==> src/rtl/lb2apb_pkg.sv <==
// Shared types and constants for the local-bus to APB4 bridge.
package lb2apb_pkg;

  typedef enum logic [1:0] {
    StIdle,
    StSetup,
    StAccess,
    StResp
  } state_e;

  localparam logic [2:0] PPROT_DEFAULT = 3'b000;

endpackage

==> src/rtl/lb2apb_if.sv <==
// Local-bus request/completion interface and APB4 initiator interface for lb2apb.
interface lb2apb_lb_if #(
  parameter int unsigned ADDR_W = 32,
  parameter int unsigned DATA_W = 32
);
  localparam int unsigned STRB_W = DATA_W / 8;

  logic [ADDR_W-1:0] waddr;
  logic [DATA_W-1:0] wdata;
  logic [STRB_W-1:0] wstrb;
  logic              wen;
  logic              wready;
  logic [ADDR_W-1:0] raddr;
  logic              ren;
  logic [DATA_W-1:0] rdata;
  logic              rvalid;
  logic              err;

  modport master (output waddr, wdata, wstrb, wen, raddr, ren,
                  input  wready, rdata, rvalid, err);
  modport slave  (input  waddr, wdata, wstrb, wen, raddr, ren,
                  output wready, rdata, rvalid, err);
endinterface

interface lb2apb_apb_if #(
  parameter int unsigned ADDR_W = 32,
  parameter int unsigned DATA_W = 32
);
  localparam int unsigned STRB_W = DATA_W / 8;

  logic              psel;
  logic              penable;
  logic              pwrite;
  logic [ADDR_W-1:0] paddr;
  logic [DATA_W-1:0] pwdata;
  logic [STRB_W-1:0] pstrb;
  logic [2:0]        pprot;
  logic              pready;
  logic [DATA_W-1:0] prdata;
  logic              pslverr;

  modport master (output psel, penable, pwrite, paddr, pwdata, pstrb, pprot,
                  input  pready, prdata, pslverr);
  modport slave  (input  psel, penable, pwrite, paddr, pwdata, pstrb, pprot,
                  output pready, prdata, pslverr);
endinterface

==> src/rtl/lb2apb.sv <==
// Bridges held local-bus write/read requests onto a single-outstanding APB4 transfer,
// returning a one-cycle completion pulse with error status.
module lb2apb
  import lb2apb_pkg::*;
#(
  parameter int unsigned ADDR_W  = 32,
  parameter int unsigned DATA_W  = 32,
  parameter int unsigned TIMEOUT = 0
) (
  input  logic         clk,
  input  logic         rst,
  lb2apb_lb_if.slave   lb,
  lb2apb_apb_if.master apb
);

  localparam int unsigned STRB_W = DATA_W / 8;
  localparam int unsigned CntW   = (TIMEOUT > 0) ? $clog2(TIMEOUT + 1) : 1;

  state_e            state_q, state_d;
  logic [ADDR_W-1:0] paddr_q, paddr_d;
  logic              pwrite_q, pwrite_d;
  logic [DATA_W-1:0] pwdata_q, pwdata_d;
  logic [STRB_W-1:0] pstrb_q, pstrb_d;
  logic [DATA_W-1:0] rdata_q, rdata_d;
  logic              err_q, err_d;
  logic [CntW-1:0]   cnt_q, cnt_d;
  logic              timeout_hit;

  // cnt_q counts completed wait cycles, so the limit hits on the TIMEOUT-th ACCESS cycle
  assign timeout_hit = (TIMEOUT != 0) && (cnt_q == CntW'(TIMEOUT - 1));

  always_comb begin
    state_d  = state_q;
    paddr_d  = paddr_q;
    pwrite_d = pwrite_q;
    pwdata_d = pwdata_q;
    pstrb_d  = pstrb_q;
    rdata_d  = rdata_q;
    err_d    = err_q;
    cnt_d    = cnt_q;
    unique case (state_q)
      StIdle: begin
        if (lb.wen) begin
          state_d  = StSetup;
          paddr_d  = lb.waddr;
          pwrite_d = 1'b1;
          pwdata_d = lb.wdata;
          pstrb_d  = lb.wstrb;
        end else if (lb.ren) begin
          state_d  = StSetup;
          paddr_d  = lb.raddr;
          pwrite_d = 1'b0;
          pwdata_d = lb.wdata;
          pstrb_d  = '0;
        end
      end
      StSetup: begin
        state_d = StAccess;
        cnt_d   = '0;
      end
      StAccess: begin
        if (apb.pready) begin
          state_d = StResp;
          rdata_d = apb.prdata;
          err_d   = apb.pslverr;
        end else if (timeout_hit) begin
          state_d = StResp;
          rdata_d = '0;
          err_d   = 1'b1;
        end else begin
          cnt_d = cnt_q + CntW'(1);
        end
      end
      StResp:  state_d = StIdle;
      default: state_d = StIdle;
    endcase
  end

  always_ff @(posedge clk or negedge rst) begin
    if (!rst) begin
      state_q  <= StIdle;
      paddr_q  <= '0;
      pwrite_q <= 1'b0;
      pwdata_q <= '0;
      pstrb_q  <= '0;
      rdata_q  <= '0;
      err_q    <= 1'b0;
      cnt_q    <= '0;
    end else begin
      state_q  <= state_d;
      paddr_q  <= paddr_d;
      pwrite_q <= pwrite_d;
      pwdata_q <= pwdata_d;
      pstrb_q  <= pstrb_d;
      rdata_q  <= rdata_d;
      err_q    <= err_d;
      cnt_q    <= cnt_d;
    end
  end

  // Outputs decode from state_q so reset clears them without waiting for a clock
  assign apb.psel    = (state_q == StSetup) || (state_q == StAccess);
  assign apb.penable = (state_q == StAccess);
  assign apb.pwrite  = pwrite_q;
  assign apb.paddr   = paddr_q;
  assign apb.pwdata  = pwdata_q;
  assign apb.pstrb   = pstrb_q;
  assign apb.pprot   = PPROT_DEFAULT;

  assign lb.wready = (state_q == StResp) && pwrite_q;
  assign lb.rvalid = (state_q == StResp) && !pwrite_q;
  assign lb.err    = (state_q == StResp) && err_q;
  assign lb.rdata  = lb.rvalid ? rdata_q : '0;

endmodule

==> src/flat_wrapper.sv <==
// flat-port wrapper written by rule: the top's interface ports become plain ports
module lb2apb_flat import lb2apb_pkg::*;
#(
  parameter int unsigned ADDR_W  = 32,
  parameter int unsigned DATA_W  = 32,
  parameter int unsigned TIMEOUT = 0
)
  (clk, rst, lb_waddr, lb_wdata, lb_wstrb, lb_wen, lb_raddr, lb_ren, lb_wready, lb_rdata, lb_rvalid, lb_err, apb_psel, apb_penable, apb_pwrite, apb_paddr, apb_pwdata, apb_pstrb, apb_pprot, apb_pready, apb_prdata, apb_pslverr);
  lb2apb_lb_if #(.ADDR_W(ADDR_W), .DATA_W(DATA_W)) lb_i ();
  lb2apb_apb_if #(.ADDR_W(ADDR_W), .DATA_W(DATA_W)) apb_i ();
  input  logic clk;
  input  logic rst;
  input wire logic [$bits(lb_i.waddr)-1:0] lb_waddr;
  input wire logic [$bits(lb_i.wdata)-1:0] lb_wdata;
  input wire logic [$bits(lb_i.wstrb)-1:0] lb_wstrb;
  input wire logic [$bits(lb_i.wen)-1:0] lb_wen;
  input wire logic [$bits(lb_i.raddr)-1:0] lb_raddr;
  input wire logic [$bits(lb_i.ren)-1:0] lb_ren;
  output wire logic [$bits(lb_i.wready)-1:0] lb_wready;
  output wire logic [$bits(lb_i.rdata)-1:0] lb_rdata;
  output wire logic [$bits(lb_i.rvalid)-1:0] lb_rvalid;
  output wire logic [$bits(lb_i.err)-1:0] lb_err;
  output wire logic [$bits(apb_i.psel)-1:0] apb_psel;
  output wire logic [$bits(apb_i.penable)-1:0] apb_penable;
  output wire logic [$bits(apb_i.pwrite)-1:0] apb_pwrite;
  output wire logic [$bits(apb_i.paddr)-1:0] apb_paddr;
  output wire logic [$bits(apb_i.pwdata)-1:0] apb_pwdata;
  output wire logic [$bits(apb_i.pstrb)-1:0] apb_pstrb;
  output wire logic [$bits(apb_i.pprot)-1:0] apb_pprot;
  input wire logic [$bits(apb_i.pready)-1:0] apb_pready;
  input wire logic [$bits(apb_i.prdata)-1:0] apb_prdata;
  input wire logic [$bits(apb_i.pslverr)-1:0] apb_pslverr;
  assign lb_i.waddr = lb_waddr;
  assign lb_i.wdata = lb_wdata;
  assign lb_i.wstrb = lb_wstrb;
  assign lb_i.wen = lb_wen;
  assign lb_i.raddr = lb_raddr;
  assign lb_i.ren = lb_ren;
  assign lb_wready = lb_i.wready;
  assign lb_rdata = lb_i.rdata;
  assign lb_rvalid = lb_i.rvalid;
  assign lb_err = lb_i.err;
  assign apb_psel = apb_i.psel;
  assign apb_penable = apb_i.penable;
  assign apb_pwrite = apb_i.pwrite;
  assign apb_paddr = apb_i.paddr;
  assign apb_pwdata = apb_i.pwdata;
  assign apb_pstrb = apb_i.pstrb;
  assign apb_pprot = apb_i.pprot;
  assign apb_i.pready = apb_pready;
  assign apb_i.prdata = apb_prdata;
  assign apb_i.pslverr = apb_pslverr;
  lb2apb #(.ADDR_W(ADDR_W), .DATA_W(DATA_W), .TIMEOUT(TIMEOUT)) u_core (.clk(clk), .rst(rst), .lb(lb_i), .apb(apb_i));
endmodule
==> config.mk <==
export PLATFORM = sky130hd
export DESIGN_NAME = lb2apb_flat
export DESIGN_NICKNAME = d
export VERILOG_FILES = /design/src/rtl/lb2apb_pkg.sv /design/src/rtl/lb2apb_if.sv /design/src/rtl/lb2apb.sv /design/src/flat_wrapper.sv
export SDC_FILE = /design/constraint.sdc
export NUM_CORES = 1
export LEC_CHECK = 0
export ABC_CLOCK_PERIOD_IN_PS = 1600
export CORE_ASPECT_RATIO = 0.75
export CORE_MARGIN = 4
export CORE_UTILIZATION = 33
export DETAILED_ROUTE_END_ITERATION = 8
export GPL_ROUTABILITY_DRIVEN = 0
export PLACE_DENSITY = 0.72
export REMOVE_ABC_BUFFERS = 1
export SYNTH_ARGS = -nofsm -noshare
export SYNTH_HDL_FRONTEND = slang
export SYNTH_SLANG_ARGS = --single-unit
==> constraint.sdc <==
create_clock -name clk -period 1.6 [get_ports clk]
set_clock_uncertainty 0.15 [all_clocks]
set_input_delay 0.16 -clock clk [delete_from_list [all_inputs] [get_ports clk]]
set_output_delay 0.16 -clock clk [all_outputs]
set_load 0.005 [all_outputs]
* Yosys cells after proc, flatten, opt, wreduce, memory -nomap -nowiden
Index checks and enable logic that the tools add are counted.
** Operators by class
- Equal/unequal tests :: 5
- Mux-type cells :: 13
- Reductions and logical operators :: 10
** Operators with widths (count)
- $mux 32 :: 5
- $mux 4 :: 2
- $pmux 2 s4 :: 1
- $mux 2 :: 3
- $reduce_and 2->1 :: 3
- $eq 2x2->1 const B :: 2
- $logic_and 1x1->1 :: 3
- $ne 3x3->1 const B :: 1
- $eq 2x1->1 const B :: 1
- $logic_not 2->1 :: 1
- $mux 1 :: 2
- $ne 2x1->1 const B :: 1
- $reduce_bool 2->1 :: 1
- $logic_not 1->1 :: 1
- $logic_or 1x1->1 :: 1
** Storage, ports and cells
- Flip-flop bits (word level) :: 104
- Input port bits :: 138
- Output and inout bits :: 109
- Word-level logic and storage cells :: 35

* Depth between registers and ports, before layout
- Depth in word-level cells :: 3
- Depth in mapped cells :: 7
- Depth with buffers taken out :: 5

* Least setup slack after synthesis
OpenSTA, ideal clock, no wires.
- Path kind :: reg2reg
- Start :: register u_core.state_q[0]
- End :: register u_core.err_q
- Library setup time :: 0.125 ns
- Arrival :: 1.372 ns
- Required time :: 1.325 ns
- Slack :: -0.046 ns
- Stages on the path, launching flop included :: 6
- Buffers on the path :: 1
- Period minus slack after synthesis :: 1.646 ns
- Cells stage by stage :: dfrtp_1 -> inv_1 -> ha_1 -> nand2_1 -> buf_2 -> mux2_2
** Between the ends
- Longest elaborated chain between the ends :: 2
** RTL lines
- from (decl) :: line lb2apb.sv:19 : state_e state_q, state_d;
- from (signal assigned) :: line lb2apb.sv:81 : state_q <= StIdle;
- from (signal assigned) :: line lb2apb.sv:90 : state_q <= state_d;
- $eq 2x2->1
- named net apb_penable :: line flat_wrapper.sv:24 : output wire logic [$bits(apb_i.penable)-1:0] apb_penable;
- $reduce_and 2->1 (no source line)
- to (signal assigned) :: line lb2apb.sv:96 : err_q <= err_d;
- to (decl) :: line lb2apb.sv:25 : logic err_q, err_d;
The timed path passes the listed nets, and every way through them passes these cells.
A chain may end at the register's enable or synchronous reset.

* Worst setup path after layout
- Start :: register u_core.state_q[1]
- End :: output lb_rdata[11]
** Between the ends
- Longest elaborated chain between the ends :: 3
** RTL lines
- $eq 2x2->1 :: line lb2apb.sv:111 : assign lb.rvalid = (state_q == StResp) && !pwrite_q;
- $logic_and 1x1->1 :: line lb2apb.sv:111
- $mux 32 :: line lb2apb.sv:113 : assign lb.rdata = lb.rvalid ? rdata_q : '0;
- to (decl) :: line flat_wrapper.sv:20 : output wire logic [$bits(lb_i.rdata)-1:0] lb_rdata;
No other way between the ends.

==> summary.md <==
| Metric | Value |
|---|---|
| Crit path capture type | output port |
| Worst Tran Pin Value | 0.556 ns |
| Crit path arrival time | 1.70 ns |
| Clk buf depth | 2 |
| Antenna-violating nets left | 0 |
| Largest net degree at the start of global routing | 105 |
| Final net count | 791 |
| Vias in the first global route | 4032 |
| Drt via density | 4.62 |
| Sequential area share after synthesis | 56.3% |
| Cell repeated most along the worst path | buf_6 |
| Setup tns final | -27.78 ns |
| Final Hold Vio Count | 0 |
| DRC errors left | 0 |
| Core Util, Final | 63.5% |
| Diodes inserted | 0 |
| Status | finished, violations left |
| Starting Density | 33.7% |
| Static leakage | 4.19 nW |
| Die W | 145 um |
| H-tree levels | 3 |
| Dpl cell area | 7330 um^2 |
| Switch share | 30.3% |
| Fillers | 1001 |
| Clock share of power | 13.6% |
| Slowest stage delay, CP | 0.39 ns |
| Reg power frac | 30.6% |
| Core footprint | 13700 um^2 |
| IO buf count | 243 |
| FMAX | 497 MHz |
| Row Count | 37 |
| Seq cells post-synth | 104 |
| Area grow syn2layout | 88.1% |
| Setup CP Type | flip-flop to output port |
| P_sw | 4.75 mW |
| Combinational Power Share | 55.8% |
| Synth cell types | 21 |
| Grt total ovfl | 0 |
| Failing checks | negative setup slack |
| Maximum VDD drop | 0.957 mV |
| Crit-path slowest cell | dfrtp_1 |
| Internal power | 10.9 mW |
| DP HPWL | 9520 um |
| Clk root buf | clkbuf_16 |
| Crit path required time | 1.29 ns |
| DR pass1 iterations | 4 |
| Yosys warns | 0 |
| Flip-flop and latch area | 2600 um^2 |
| Area of the multi-input gates | 2140 um^2 |
| Ports | 247 |
| Layout cells sized above 1 | 36.2% |
| Drt initial violations | 136 |
| Final instance area | 8700 um^2 |
| Tcrit/Tclk final | 126% |
| Crit path buffers/inverters | 4 |
| Die height | 110 um |
| Max Fanout on Critical Path | 6 |
| CTS buffer count | 9 |
| Total Power | 15.7 mW |
| Sink Count | 104 |
| Routed vias | 3826 |
| Final setup margin | -0.412 ns |
| Place WS | -0.304 ns |
| Synthesized area | 4620 um^2 |
| Initial antenna violation count | 0 |
| Post-Syn Instances | 353 |
| Tightest Hold Check Type | input port to flip-flop |
| Commonest non-fill, non-tap cells in the layout | 192 x clkdlybuf4s50_1, 104 x dfrtp_1, 58 x mux2_4, 46 x buf_6, 33 x nand2_1 |
| Commonest non-fill, non-tap cell in the layout | clkdlybuf4s50_1 |
| P per Cell Area | 1800 nW/um^2 |
| Min Tclk post-route | 2.01 ns |
| Headroom to the max-slew limit | 62.9% |
| RSZ-0062 raised after global routing | yes |
| Clk_lat worst skew | 0.34 ns |
| First-pass GRT wire length | 22400 um |
| Critical Path Source Type | flip-flop |
| Critical path's top delay family | buffers and inverters |
| Die area | 16000 um^2 |
| Avg Inst Size Synth | 13.1 um^2 |
| Max-Cap Viols | 0 |
| Final setup fails | 139 |
| CP Cell Sequence | ha_2 > nor2b_4 > buf_6 > buf_8 > buf_6 > and2_4 > buf_6 |
| Total wire length | 15800 um |
| Aggregate global-route resource usage | 18.1% |
| Final Max Slew Viols | 0 |
| DR WL/cell | 19.0 um |
| CTS tree | built |
| Clock-pin slew on the worst setup and hold paths | 0.07 ns |
tightest hold or removal path, cell delays in order:
cell and delay [ns]:
buf_2 0.14, buf_4 0.18, nand3_1 0.08, nand2_1 0.05
path summary, 6_finish.rpt:
path	startpoint	endpoint	slack [ns]	cells past startpoint
min in group asynchronous	rst	u_core.rdata_q[30]	0.30	3
setup reg to reg	u_core.state_q[1]	u_core.apb.pwdata[19]	-0.27	8
hold / removal	lb_wen	u_core.apb.pstrb[3]	0.16	4
hold reg to reg	u_core.apb.pstrb[3]	u_core.apb.pstrb[3]	0.33	2
max in group asynchronous	rst	u_core.apb.paddr[25]	0.59	3
setup / recovery	u_core.state_q[1]	lb_rdata[11]	-0.41	7
kinds of logic after synthesis:
family,share of synthesized area (%)
AOI/OAI and AO/OA,3.98
adders and majority gates,1.08
buffers and inverters,4.01
DFF,56.3
muxes,25.5
other,0.0811
and+or+nand+nor,9.01
Yosys cell counts (all sizes together):
cell type  count  area (um^2)
nor2b          1         6.26
mux2          66          860
mux2i         32          320
clkbuf         5         18.8
buf           19          155
and2          34          213
ha             4         50.1
nand3          4         20.0
inv            3         11.3
nand2         44          165
o32a           1         10.0
conb           1         3.75
a21oi          1         5.00
dfrtp        104         2600
nor3b          1         12.5
o21ai         33          169
power groups by stage:
stage | sequential, mW | combinational (mW) | clock (mW)
final | 4.80 | 8.75 | 2.13
after detailed placement | 4.69 | 6.17 | 0
after global routing | 4.94 | 9.33 | 2.33
after CTS | 4.69 | 7.74 | 2.22
after global placement | 4.62 | 6.04 | 0
after floorplan | 4.64 | 2.58 | 0
area by class of cell:
type | instances | share of cell area [%]
inverter | 3 | 0.187
multi-input combinational | 224 | 24.6
clock inverter | 6 | 0.590
clock buffer | 10 | 2.75
timing repair buffer | 307 | 39.5
tap | 175 | 2.52
sequential | 104 | 29.9
flip-flops by register name (all words and copies together) (netlist names):
register           count
u_core.apb.paddr      32
u_core.apb.pstrb       4
u_core.apb.pwdata     32
u_core.apb.pwrite      1
u_core.err_q           1
u_core.rdata_q        32
u_core.state_q         2
per-layer routing:
layer / global-route usage [%] / vias up / part of all wire (%)
met4: 4.41 / 0 / 1.5
met2: 28.8 / 186 / 47
met3: 7.40 / 18 / 9.5
met1: 22.9 / 1834 / 42
met5: 0 / - / 0
li1: - / 1788 / -
metrics by stage:
step | hold WS, ns | cells
after floorplan | -0.286 | 331
after global routing | 0.140 | 829
after global placement | 0.122 | 770
after CTS | 0.127 | 813
after detailed placement | 0.133 | 770
final | 0.156 | 829
timing repair:
item | in CTS | in global routing
resized for setup | 178 | 167
setup endpoints to repair | 142 | 150
hold buffers | 1 | 0
pin swaps | 4 | 23
endpoints found under the hold margin | 104 | 0
cloned | 12 | 5
setup buffers | 14 | 18
(Power assumes the default switching activity.)
